--- src/rtl/mirror_mode_select.sv ---
// Mirror display mode selector: synchronises and debounces the driver's mode
// button, steps the 2-bit display select once per clean press, and falls back
// to Temperature (00) after a period without presses.
module mirror_mode_select #(
    parameter int unsigned DEBOUNCE_CYCLES = 4,
    parameter int unsigned IDLE_TIMEOUT    = 16
) (
    input  logic       clk,
    input  logic       rst,
    input  logic       Mode_btn,
    input  logic       Freeze,
    output logic [1:0] SS,
    output logic       Mode_changed,
    output logic       Btn_level
);

    localparam int unsigned SS_W   = 2;
    localparam int unsigned DB_W   = (DEBOUNCE_CYCLES > 1) ? $clog2(DEBOUNCE_CYCLES) : 1;
    localparam int unsigned IDLE_W = $clog2(IDLE_TIMEOUT) + 1;

    // Counter value on which the next mismatch is the accepting one.
    localparam logic [DB_W-1:0]   DB_LAST   = DB_W'(DEBOUNCE_CYCLES - 1);
    // Idle count at which the next increment becomes a timeout instead.
    localparam logic [IDLE_W-1:0] IDLE_LAST = IDLE_W'(IDLE_TIMEOUT - 1);
    localparam logic [SS_W-1:0]   SS_TEMP   = SS_W'(0);

    logic              sync_s1;
    logic              sync_s2;
    logic [DB_W-1:0]   db_cnt;
    logic              btn_q;
    logic [IDLE_W-1:0] idle_cnt;

    logic [DB_W-1:0]   db_cnt_nxt_c;
    logic              btn_level_nxt_c;
    logic              press_c;
    logic              press_accept_c;
    logic              ss_is_temp_c;
    logic              timeout_c;
    logic [SS_W-1:0]   ss_nxt_c;
    logic              mode_changed_nxt_c;
    logic [IDLE_W-1:0] idle_nxt_c;

    // Two-flop synchroniser for the asynchronous button.
    always_ff @(posedge clk) begin
        if (rst) begin
            sync_s1 <= 1'b0;
            sync_s2 <= 1'b0;
        end else begin
            sync_s1 <= Mode_btn;
            sync_s2 <= sync_s1;
        end
    end

    // Debounce: count consecutive disagreements, accept the new level on the last one.
    always_comb begin
        db_cnt_nxt_c    = '0;
        btn_level_nxt_c = Btn_level;
        if (sync_s2 != Btn_level) begin
            if (db_cnt == DB_LAST) begin
                btn_level_nxt_c = sync_s2;
            end else begin
                db_cnt_nxt_c = db_cnt + DB_W'(1);
            end
        end
    end

    // Debounced level and its counter.
    always_ff @(posedge clk) begin
        if (rst) begin
            db_cnt    <= '0;
            Btn_level <= 1'b0;
        end else begin
            db_cnt    <= db_cnt_nxt_c;
            Btn_level <= btn_level_nxt_c;
        end
    end

    // Delayed debounced level for rising-edge detection.
    always_ff @(posedge clk) begin
        if (rst) begin
            btn_q <= 1'b0;
        end else begin
            btn_q <= Btn_level;
        end
    end

    // Press/timeout arbitration; an accepted press always beats a coincident timeout.
    always_comb begin
        ss_nxt_c           = SS;
        mode_changed_nxt_c = 1'b0;
        idle_nxt_c         = idle_cnt;

        press_c        = Btn_level & ~btn_q;
        press_accept_c = press_c & ~Freeze;
        ss_is_temp_c   = (SS == SS_TEMP);
        timeout_c      = ~ss_is_temp_c & ~Freeze & (idle_cnt == IDLE_LAST);

        if (press_accept_c) begin
            ss_nxt_c           = SS + SS_W'(1);
            mode_changed_nxt_c = 1'b1;
            idle_nxt_c         = '0;
        end else if (ss_is_temp_c) begin
            idle_nxt_c = '0;
        end else if (Freeze) begin
            idle_nxt_c = idle_cnt;
        end else if (timeout_c) begin
            ss_nxt_c           = SS_TEMP;
            mode_changed_nxt_c = 1'b1;
            idle_nxt_c         = '0;
        end else begin
            idle_nxt_c = idle_cnt + IDLE_W'(1);
        end
    end

    // Select code, change pulse and idle timer registers.
    always_ff @(posedge clk) begin
        if (rst) begin
            SS           <= SS_TEMP;
            Mode_changed <= 1'b0;
            idle_cnt     <= '0;
        end else begin
            SS           <= ss_nxt_c;
            Mode_changed <= mode_changed_nxt_c;
            idle_cnt     <= idle_nxt_c;
        end
    end

endmodule

--- config.mk ---
export PLATFORM = sky130hd
export DESIGN_NAME = mirror_mode_select
export DESIGN_NICKNAME = d
export VERILOG_FILES = /design/src/rtl/mirror_mode_select.sv
export SDC_FILE = /design/constraint.sdc
export NUM_CORES = 1
export LEC_CHECK = 0
export BUFFER_PORTS_ARGS = -buffer_cell sky130_fd_sc_hd__buf_2
export CAP_MARGIN = 40
export CELL_PAD_IN_SITES_DETAIL_PLACEMENT = 1
export CELL_PAD_IN_SITES_GLOBAL_PLACEMENT = 2
export CORE_ASPECT_RATIO = 0.7
export CORE_MARGIN = 2
export CORE_UTILIZATION = 23
export DETAILED_ROUTE_END_ITERATION = 8
export PLACE_DENSITY = 0.64
export SLEW_MARGIN = 5
export SYNTH_ARGS = -nofsm -noshare
export SYNTH_HDL_FRONTEND = slang
export SYNTH_SLANG_ARGS = --single-unit
--- constraint.sdc ---
create_clock -name clk -period 2.5 [get_ports clk]
set_clock_uncertainty 0.05 [all_clocks]
set_input_delay 0.5 -clock clk [delete_from_list [all_inputs] [get_ports clk]]
set_output_delay 0.5 -clock clk [all_outputs]
set_load 0.05 [all_outputs]
# --- Yosys cells after proc, flatten, opt, wreduce, memory -nomap -nowiden ---
# Index checks and enable logic that the tools add are counted.
classes:
  n_reduce_logical: 6
  addsub: 3
  eq_ne: 5
  mux: 9
  n_bitwise: 8
op_table:
  columns: ["cell", "count"]
  rows:
  - ["two-way mux 2 bit", 4]
  - ["OR reduction 3 bit", 2]
  - ["adder 5 x 1 -> 5 bit, second input constant", 1]
  - ["equality test 5 x 4 -> 1 bit, second input constant", 1]
  - ["two-way mux 5 bit", 1]
  - ["adder 2 x 1 -> 2 bit, second input constant", 2]
  - ["bitwise AND 1 bit", 4]
  - ["two-way mux 1 bit", 4]
  - ["inverter 1 bit", 4]
  - ["AND reduction 3 bit", 1]
  - ["equality test 2 bit, second input constant", 1]
  - ["zero test 2 bit", 1]
  - ["inequality test 2 x 1 -> 1 bit, second input constant", 1]
  - ["inequality test 2 bit, second input constant", 1]
  - ["AND reduction 2 bit", 1]
  - ["nonzero test 2 bit", 1]
  - ["inequality test 1 bit", 1]
totals:
  wordCells: 39
  inputBits: 4
  register_bits: 14

# --- Longest topological paths before layout ---
# Gate-level depths: netlist of the first run.
depth:
  ltp_word: 8
  ltp_mapped: 6
  ltp_nobuf: 6

# --- Least setup slack after synthesis of the first run ---
# Ideal clock, no wire load.
synth_timing:
  path_type: "register to register"
  start: "reg SS[0]"
  end: "reg SS[1]"
  slack_ns: 0.869
  t_arrival_ns: 1.493
  path_buffers: 0
  t_required_ns: 2.363
  setup_time_ns: 0.087
  path_stages_with_launch: 5
  period_less_slack_ns: 1.631
  path_cell_list: "dfxtp_1 -> inv_1 -> ha_1 -> or4b_1 -> o31ai_1"
synth_between:
  elab_chain_len: 6
  elab_cells_between_ends: 9
  classes_between: "1 x add/sub; 1 x eq/ne; 1 x mux; 3 x bitwise; 3 x reduce/logical"
synth_rtl:
  columns: ["element", "line_no", "source"]
  rows:
  - ["start: declaration", "12", "output logic [1:0] SS,"]
  - ["start signal: assignment", "122", "SS <= ss_nxt_c;"]
  - ["zero test 2 bit", "95", "ss_is_temp_c = (SS == SS_TEMP);"]
  - ["inverter 1 bit", "96", "timeout_c = ~ss_is_temp_c & ~Freeze & (idle_cnt == IDLE_LAST);"]
  - ["bitwise AND 1 bit (2 in series)", "96", null]
  - ["nonzero test 2 bit (no line)", null, null]
  - ["AND reduction 3 bit (no line)", null, null]
# Several ways; a longest one is shown, not always the timed one.
# A chain may end at the register's enable or synchronous reset.

# --- Worst setup path after layout of the first run ---
layout_timing:
  start: "reg idle_cnt[0]"
  end: "reg idle_cnt[3]"
layout_between:
  elab_chain_len: 3
  elab_cells_between_ends: 4
  classes_between: "1 x add/sub; 1 x eq/ne; 1 x mux; 1 x bitwise"
layout_rtl:
  columns: ["element", "line_no", "source"]
  rows:
  - ["start: declaration", "31", "logic [IDLE_W-1:0] idle_cnt;"]
  - ["start signal: assignment", "124", "idle_cnt <= idle_nxt_c;"]
  - ["parallel branches: the longest is 2 deep, another holds adder 5 x 1 -> 5 bit", null, null]
  - ["two-way mux 5 bit (*)", "106", "end else if (timeout_c) begin"]
# Every way passes the cells marked *.

==> results.cfg, run 1 <==
[outcome]
status = completed

[setup_path]
cp-start-kind = flip-flop
rr_worst_depth = 6
crit_arrival_ps = 1690
cp_data_required_time_ps = 2620
cpPeakStageDelay_ps = 340
cpMostUsedCell = ha_1
slowest_stage = dfxtp_1
crit_fanout = 4
criticalPathCategory = flip-flop to flip-flop
worstPathCellList = ha_1 -> and3_1 -> ha_1 -> inv_1 -> a21oi_1 -> nor4_1
cp-end-kind = flip-flop

[cts]
cts.hold.buffers_added = 0
cts_tree = done
cts_root_buf = clkbuf_4
cts_buffer_depth = 2
ctsResizeCount = 0
cts.sinks = 14
clk_latency_ps = 280
post-cts-setup-buffers = 0
h-tree-depth = 1
numCtsBuffers = 3
clk_pin_slew_ps = 80

[grt]
grt.total_usage_pct = 9.05
antenna_found_initial = 0
grt_pass1_wl_mm = 1.88
grt_pass1_vias = 419
grt_max_degree = 16
grt_overflow = 0

[floorplanning]
die-area_mm2 = 0.00296
die_y_um = 46.1
die_x_um = 64.2
core-area_mm2 = 0.00244
boundaryPins = 8
placementRows = 15
initial_core_util_pct = 23.9

[min_path]
hp-class = flip-flop to flip-flop
worstHoldPathCells = 1

[power_and_ir_drop]
seqPwrFrac_pct = 56.5
power.density_mw_per_mm2 = 585
clkPwrFrac_pct = 40.6
switching_share_pct = 20.5
power_frac_comb_pct = 2.9
p_int_mw = 0.317
switching_power_mw = 0.0817
vdd_drop_max_mv = 0.136
power_leakage_nw = 0.261

[routing]
vias = 417
vias_per_cell = 4.13
wl_per_cell_um = 11.2
drt-initial-drc-count = 8
wirelength_mm = 1.13
postRouteAntennaNets = 0
firstDrtPassIters = 3
drc = 0

[logic_synthesis]
yosysUniqueCellTypes = 22
synth.area.top_cells = dfxtp_1 (48%), ha_1 (8.6%), nor2b_1 (6.4%)
synth_commonest_cells = dfxtp_1 (14), nor2b_1 (6), inv_1 (5)
ys_ff_latch = 14
synth.largest_area_cell = dfxtp_1
ys_warn_count = 0
syn_avg_cell_area_um2 = 10.1
synth-seq-area-share_pct = 48.1
syn_area_um2 = 583
synth_edf_count = 0
async_reset_ff_share_pct = 0
syn_nets = 66
synth_top_area_share_pct = 48.1
synthCells = 58
yosys_most_used_dff = dfxtp_1
yosysMostFrequentCell = dfxtp_1

[place]
globalplace.congestion = 0.697
dpl.hpwl_um = 830
port_buffers = 7
dp.cells = 97
place_ws_ps = 951
post_dp_cell_area_um2 = 646

[timing]
fin_tns_setup_ps = 0
finalCritPeriodShare_pct = 62.7
rsz0062_at_grt = no
period_needed_ps = 1570
slew_headroom_pct = 76.3
fin_ws_ps = 931
worst_pin_slew_ps = 356
drv_slew = 0
fmax_mhz = 638
hold_violations = 0
setup_viol = 0

[job]
drv_cap = 0

[cells_and_area]
n_antenna_cell = 0
multiInputGateArea_um2 = 269
fill_cells = 300
design_area_um2 = 682
final_util_pct = 27.9
seq_area_um2 = 280
final_cell_count_no_fill = 101
final_layout_size_suffix_gt1_share_pct = 17.9
syn_to_final_growth_pct = 17.0
finalNetCount = 76
worst paths after layout:
kind / start / end / slack (ps)
worst max-delay path: idle_cnt[0] / idle_cnt[3] / 930
worst max register to register: idle_cnt[0] / idle_cnt[3] / 930
worst min-delay path: db_cnt[0] / db_cnt[0] / 370
worst min register to register: db_cnt[0] / db_cnt[0] / 370
state kept, by name, indices dropped and copies added (netlist names):
| name | flops |
|---|---|
| db_cnt | 2 |
| idle_cnt | 5 |
| Btn_level | 1 |
| sync_s2 | 1 |
| Mode_changed | 1 |
| sync_s1 | 1 |
| SS | 2 |
| btn_q | 1 |
stage by stage:
step	hold slack (ps)	total power [mW]
after floorplan	347	0.239
after global placement	360	0.242
after detailed placement	364	0.243
after CTS	377	0.409
after global routing	397	0.418
final	369	0.399
placed cells by master, fill, tap and decap left out:
cell      instances
dfxtp_1          14
buf_2             7
nor2b_1           6
inv_1             5
nor4_1            4
nor2_1            4
ha_1              4
a21oi_1           3
clkbuf_4          3
o31ai_1           2
xor2_1            2
xnor2_1           2
and3_1            1
nand2b_2          1
nand2b_1          1
or4_1             1
nand4b_1          1
mux2i_1           1
or3_1             1
or4b_1            1
a22oi_1           1
nor3_1            1
clkbuf_8          1
layout make-up:
class                   count  area share, %
multi-input cells          37           39.4
repair buffers              7           5.14
well taps                  34           6.24
inverters                   5           2.75
clock buffers               4           5.32
flip-flops and latches     14           41.1
cells by family (layout without fill, tap and decap cells):
family	after synthesis	in the layout	synth area share [%]
AOI/OAI and AO/OA	6	6	6.44
buffers and inverters	7	16	5.79
xor gates and xnor gates	4	4	6.01
and+or+nand+nor	22	22	23.4
DFF	14	14	48.1
muxes	1	1	1.72
adders and majority gates	4	4	8.58
critical path: cells and delay by family, from the launching register on:
kind                       cells  cell delay, ps
DFF                            1             340
buffers and inverters          1              60
adders and majority gates      2             400
AOI/OAI and AO/OA              1             110
and+or+nand+nor                2             500
power groups by stage:
stage / logic [mW] / clock network [mW] / registers [mW]
floorplan: 0.00823 / 0 / 0.231
global placement: 0.0112 / 0 / 0.231
detailed placement: 0.0116 / 0 / 0.231
CTS: 0.0117 / 0.171 / 0.226
global route: 0.0130 / 0.179 / 0.226
finish: 0.0115 / 0.162 / 0.226
routing by layer:
metal	vias to the layer above	GRT usage [%]	wire length [um]	part of all wire, %
li1	217	-	-	-
met3	2	4.40	46	4.1
met5	-	0	0	0
met1	190	10.5	583	52
met2	8	13.3	469	42
met4	0	6.38	27	2.4
Note: power is estimated with default switching activity, not from simulation.
==> run 2: changes to the inputs <==
ABC_AREA = 1   (was default)
PLACE_DENSITY = 0.67   (was 0.64)
clock period = 1.6 ns   (was 2.5 ns; I/O delays follow)
==> run 2 against run 1 <==
Net effect:
- clock-buffer cell count stayed put
- wire length is 2.0% lower
- synthesized cell count is 26% higher
- worst hold slack worse by 140 ps
- largest power group unchanged
==> results.cfg, run 2 <==
[logic_synthesis]
syn_area_um2 = 607
synth.largest_area_cell = dfxtp_1
ys_warn_count = 0
syn_avg_cell_area_um2 = 8.31
yosysMostFrequentCell = dfxtp_1
synth-seq-area-share_pct = 46.2
synth_top_area_share_pct = 46.2
yosys_most_used_dff = dfxtp_1
ys_ff_latch = 14
syn_nets = 81
synth_commonest_cells = dfxtp_1 (14), inv_1 (11), nor2_1 (11)
synthCells = 73
synth.area.top_cells = dfxtp_1 (46%), ha_1 (8.2%), inv_1 (6.8%)
async_reset_ff_share_pct = 0
synth_edf_count = 0
yosysUniqueCellTypes = 18

[cells_and_area]
syn_to_final_growth_pct = 21.9
final_layout_size_suffix_gt1_share_pct = 26.2
final_cell_count_no_fill = 118
largest_reg_flops = 5
final_common_cell = dfxtp_1
final_util_pct = 29.8
largest-register = idle_cnt
finalNetCount = 93
final_cell_mix = dfxtp_1 (14), inv_1 (11), nor2_1 (11)
n_antenna_cell = 0
top_regs = idle_cnt: 5 flops, SS: 2 flops, db_cnt: 2 flops

[timing]
finalCritPeriodShare_pct = 84.6
fmax_mhz = 739
slew_headroom_pct = 83.3
rsz0062_at_grt = no
hold_violations = 0
setup_viol = 0
fin_tns_setup_ps = 0
period_needed_ps = 1350
worst_pin_slew_ps = 252
drv_slew = 0

[setup_path]
crit_arrival_ps = 980
cp_data_required_time_ps = 1230
rr_worst_depth = 9
crit_family = flip-flops
cp-start-kind = flip-flop
regToRegEndpoint = idle_cnt[2]
crit_buf_inv = 1
worstPathCellList = buf_2
cp-end-kind = output port
criticalPathCategory = flip-flop to output port
crit_fanout = 7
cpPeakStageDelay_ps = 440
slowest_stage = dfxtp_1
r2r_slack_ps = 250
r2r_start = idle_cnt[0]

[cts]
cts.sinks = 14
clk_latency_ps = 240
post-cts-setup-buffers = 0
cts_buffer_depth = 2
cts_tree = done
ctsResizeCount = 0
cts_root_buf = clkbuf_8
cts.hold.buffers_added = 0
h-tree-depth = 1
numCtsBuffers = 3
clk_pin_slew_ps = 60

[outcome]
status = completed

[power_and_ir_drop]
vdd_drop_max_mv = 0.330
switching_share_pct = 19.1
p_int_mw = 0.575
power_leakage_nw = 0.301
power_frac_comb_pct = 2.5
clkPwrFrac_pct = 47.9
seqPwrFrac_pct = 49.7
switching_power_mw = 0.136
power.density_mw_per_mm2 = 962

[grt]
grt_overflow = 0
grt_pass1_wl_mm = 1.90
grt_max_degree = 9
antenna_found_initial = 0
grt.total_usage_pct = 8.79
grt_pass1_vias = 418

[routing]
firstDrtPassIters = 2
vias_per_cell = 3.79
wl_per_cell_um = 9.36
drc = 0
wirelength_mm = 1.10
vias = 447
postRouteAntennaNets = 0
drt-initial-drc-count = 2

[min_path]
min_from = Mode_btn
worstHoldPathCells = 3
min_to = sync_s1
hp-class = input pin to flip-flop

[floorplanning]
core-area_mm2 = 0.00248
initial_core_util_pct = 24.5
die_y_um = 47.0
boundaryPins = 8
placementRows = 15
die_x_um = 65.4
die-area_mm2 = 0.00307

[place]
dpl.hpwl_um = 888
port_buffers = 7
globalplace.congestion = 0.687
dp.cells = 114

[job]
drv_cap = 0
==> run 2: routing by layer <==
metal	GRT usage, %	share of wire, %
met5	0	0
met3	3.60	3.6
met1	11.6	55
met4	3.75	2.0
met2	12.9	39
==> run 2: cells by family after synthesis <==
kind of cell / Yosys count / share of synthesized area (%)
AOI/OAI and AO/OA: 9 / 7.83
xor gates and xnor gates: 2 / 2.89
adders and majority gates: 4 / 8.25
buffers and inverters: 13 / 8.04
DFF: 14 / 46.2
and+or+nand+nor: 31 / 26.8
==> run 2: layout make-up <==
type                            count  area, um^2
Clock buffer                        4        55.1
Fill cell                         314        1740
Inverter                           13        48.8
Multi-Input combinational cell     46         278
Sequential cell                    14         280
Tap cell                           34        42.5
Timing Repair Buffer                7        35.0
==> run 2: metrics by stage <==
stage | power (mW) | hold slack, ps | instance area [um^2] | worst slack, ps
2_1_floorplan | 0.369 | 338 | 607 | 58.4
5_1_grt | 0.753 | 228 | 739 | 140
4_1_cts | 0.730 | 228 | 739 | 230
3_3_place_gp | 0.379 | 346 | 684 | 256
3_5_place_dp | 0.379 | 345 | 684 | 241
6_report | 0.711 | 231 | 739 | 246
==> run 2: how the worst max path moves through the flow <==
stage,start,slack [ps],endpoint,cells after the start
after floorplan,SS[0],60,idle_cnt[0],8
after global placement,idle_cnt[1],260,idle_cnt[4],9
after detailed placement,idle_cnt[0],240,idle_cnt[2],9
after CTS,idle_cnt[0],230,idle_cnt[2],9
after global routing,idle_cnt[0],140,idle_cnt[2],9
final,Btn_level,250,Btn_level,1
==> run 2: power by group through the flow <==
| stage | logic, mW | clock network [mW] | registers, mW |
|---|---|---|---|
| 6_report | 0.0177 | 0.340 | 0.353 |
| 5_1_grt | 0.0211 | 0.378 | 0.353 |
| 4_1_cts | 0.0183 | 0.358 | 0.353 |
| 3_5_place_dp | 0.0183 | 0 | 0.361 |
| 3_3_place_gp | 0.0183 | 0 | 0.361 |
| 2_1_floorplan | 0.00810 | 0 | 0.361 |
==> run 3: changes to the inputs <==
ABC_AREA = 0   (was 1)
PLACE_DENSITY = 0.64   (was 0.67)
clock period = 1.25 ns   (was 1.6 ns; I/O delays follow)
==> run 3 against run 2 <==
Net effect:
- the run now ends with negative setup slack left
- cell area grew 13%
- core utilization grew 4.5 points
- critical endpoint is now idle_cnt[4]
- sequential share of layout area shrank 3.1 points
- final cell count shrank 6.8%
- critical path depth grew 5
- via count grew 8.1%
- clock-buffer cell count is the same
- sequential cell count is the same
- wire length grew 26%
- clock power shrank 4%
- worst setup slack lost 400 ps
==> results.cfg, run 3 (synthesized netlist as in run 1, its figures left out) <==
[setup_path]
criticalPathCategory = flip-flop to flip-flop
cp_data_required_time_ps = 1390
crit_fanout = 2
crit_arrival_ps = 1550
cp-end-kind = flip-flop
cp-start-kind = flip-flop

[routing]
postRouteAntennaNets = 0
vias = 483
drt-initial-drc-count = 7
vias_per_cell = 4.39
wl_per_cell_um = 12.7
drc = 0
firstDrtPassIters = 4
wirelength_mm = 1.39

[power_and_ir_drop]
power.density_mw_per_mm2 = 965
power_leakage_nw = 0.318
report.power.total_mw = 0.808
vdd_drop_max_mv = 0.354

[cells_and_area]
finalNetCount = 85
largest-register = idle_cnt
design_area_um2 = 837
final_layout_size_suffix_gt1_share_pct = 50.0
final_util_pct = 34.3
largest_reg_flops = 5
top_regs = idle_cnt: 5 flops, SS: 2 flops, db_cnt: 2 flops
syn_to_final_growth_pct = 43.6
final_cell_count_no_fill = 110
final_common_cell = buf_4
final_cell_mix = buf_4 (10), dfxtp_1 (9), nor2b_1 (6)
n_antenna_cell = 0

[timing]
fmax_mhz = 711
drv_slew = 0
fin_ws_ps = -156
fin_tns_setup_ps = -690
rsz0062_at_grt = yes
worst_pin_slew_ps = 278
period_needed_ps = 1410
slew_headroom_pct = 81.5
finalCritPeriodShare_pct = 112
holdWs_ps = 136
setup_viol = 7
hold_violations = 0

[grt]
grt_pass1_wl_mm = 2.34
grt_pass1_vias = 487
antenna_found_initial = 0
grt.total_usage_pct = 11.3
grt_max_degree = 9
grt_overflow = 0

[place]
dpl.hpwl_mm = 1.07
globalplace.congestion = 0.686
port_buffers = 7
place_ws_ps = -209
dp.cells = 106
post_dp_cell_area_um2 = 762

[outcome]
status = complete, but fails checks
violations = negative setup slack

[cts]
clk_latency_ps = 280
cts.sinks = 14
cts_buffer_depth = 2
h-tree-depth = 1
cts_root_buf = clkbuf_4
clk_pin_slew_ps = 90
cts_tree = done
numCtsBuffers = 3

[floorplanning]
die_y_um = 46.1
die_x_um = 64.2
placementRows = 15
initial_core_util_pct = 23.9
die-area_mm2 = 0.00296
core-area_mm2 = 0.00244
boundaryPins = 8

[job]
drv_cap = 0

[min_path]
hp-class = input pin to flip-flop
==> run 3: what timing repair did <==
item / 4_1_cts / 5_1_grt
pin swaps: 0 / 2
hold buffers: 0 / 0
buffers inserted: 0 / 0
gates resized for setup: 4 / 5
setup endpoints to repair: 9 / 7
==> run 3: layout make-up <==
class / count / area, um^2
timing repair buffer: 16 / 111
fill: 301 / 1600
sequential: 14 / 292
multi-input combinational: 37 / 337
tap: 34 / 42.5
clock buffer: 4 / 36.3
inverter: 5 / 18.8
==> run 3: report_power, final <==
group	internal (mW)	switching [mW]
clock	0.177	0.151
combinational	0.0141	0.0191
sequential	0.445	0.00154
total	0.636	0.172
==> run 3: worst paths after layout <==
path	from	end	slack [ps]	cells past startpoint
min reg2reg	db_cnt[0]	db_cnt[0]	380	1
max	idle_cnt[1]	idle_cnt[4]	-160	6
max reg2reg	idle_cnt[1]	idle_cnt[4]	-160	6
min	Mode_btn	sync_s1	140	2
==> run 3: per-layer routing <==
metal | GRT usage, % | up-vias | share of wire [%]
li1 | - | 236 | -
met1 | 12.1 | 232 | 47
met2 | 19.6 | 11 | 45
met3 | 5.38 | 4 | 4.3
met4 | 5.11 | 0 | 2.9
met5 | 0 | - | 0
==> run 3: worst max-delay path, stage by stage, from the launching register on <==
cell and delay [ps]:
dfxtp_2 340, ha_4 150, and3_4 180, ha_4 220, nor2_4 80, a21oi_2 40
nor4_2 260
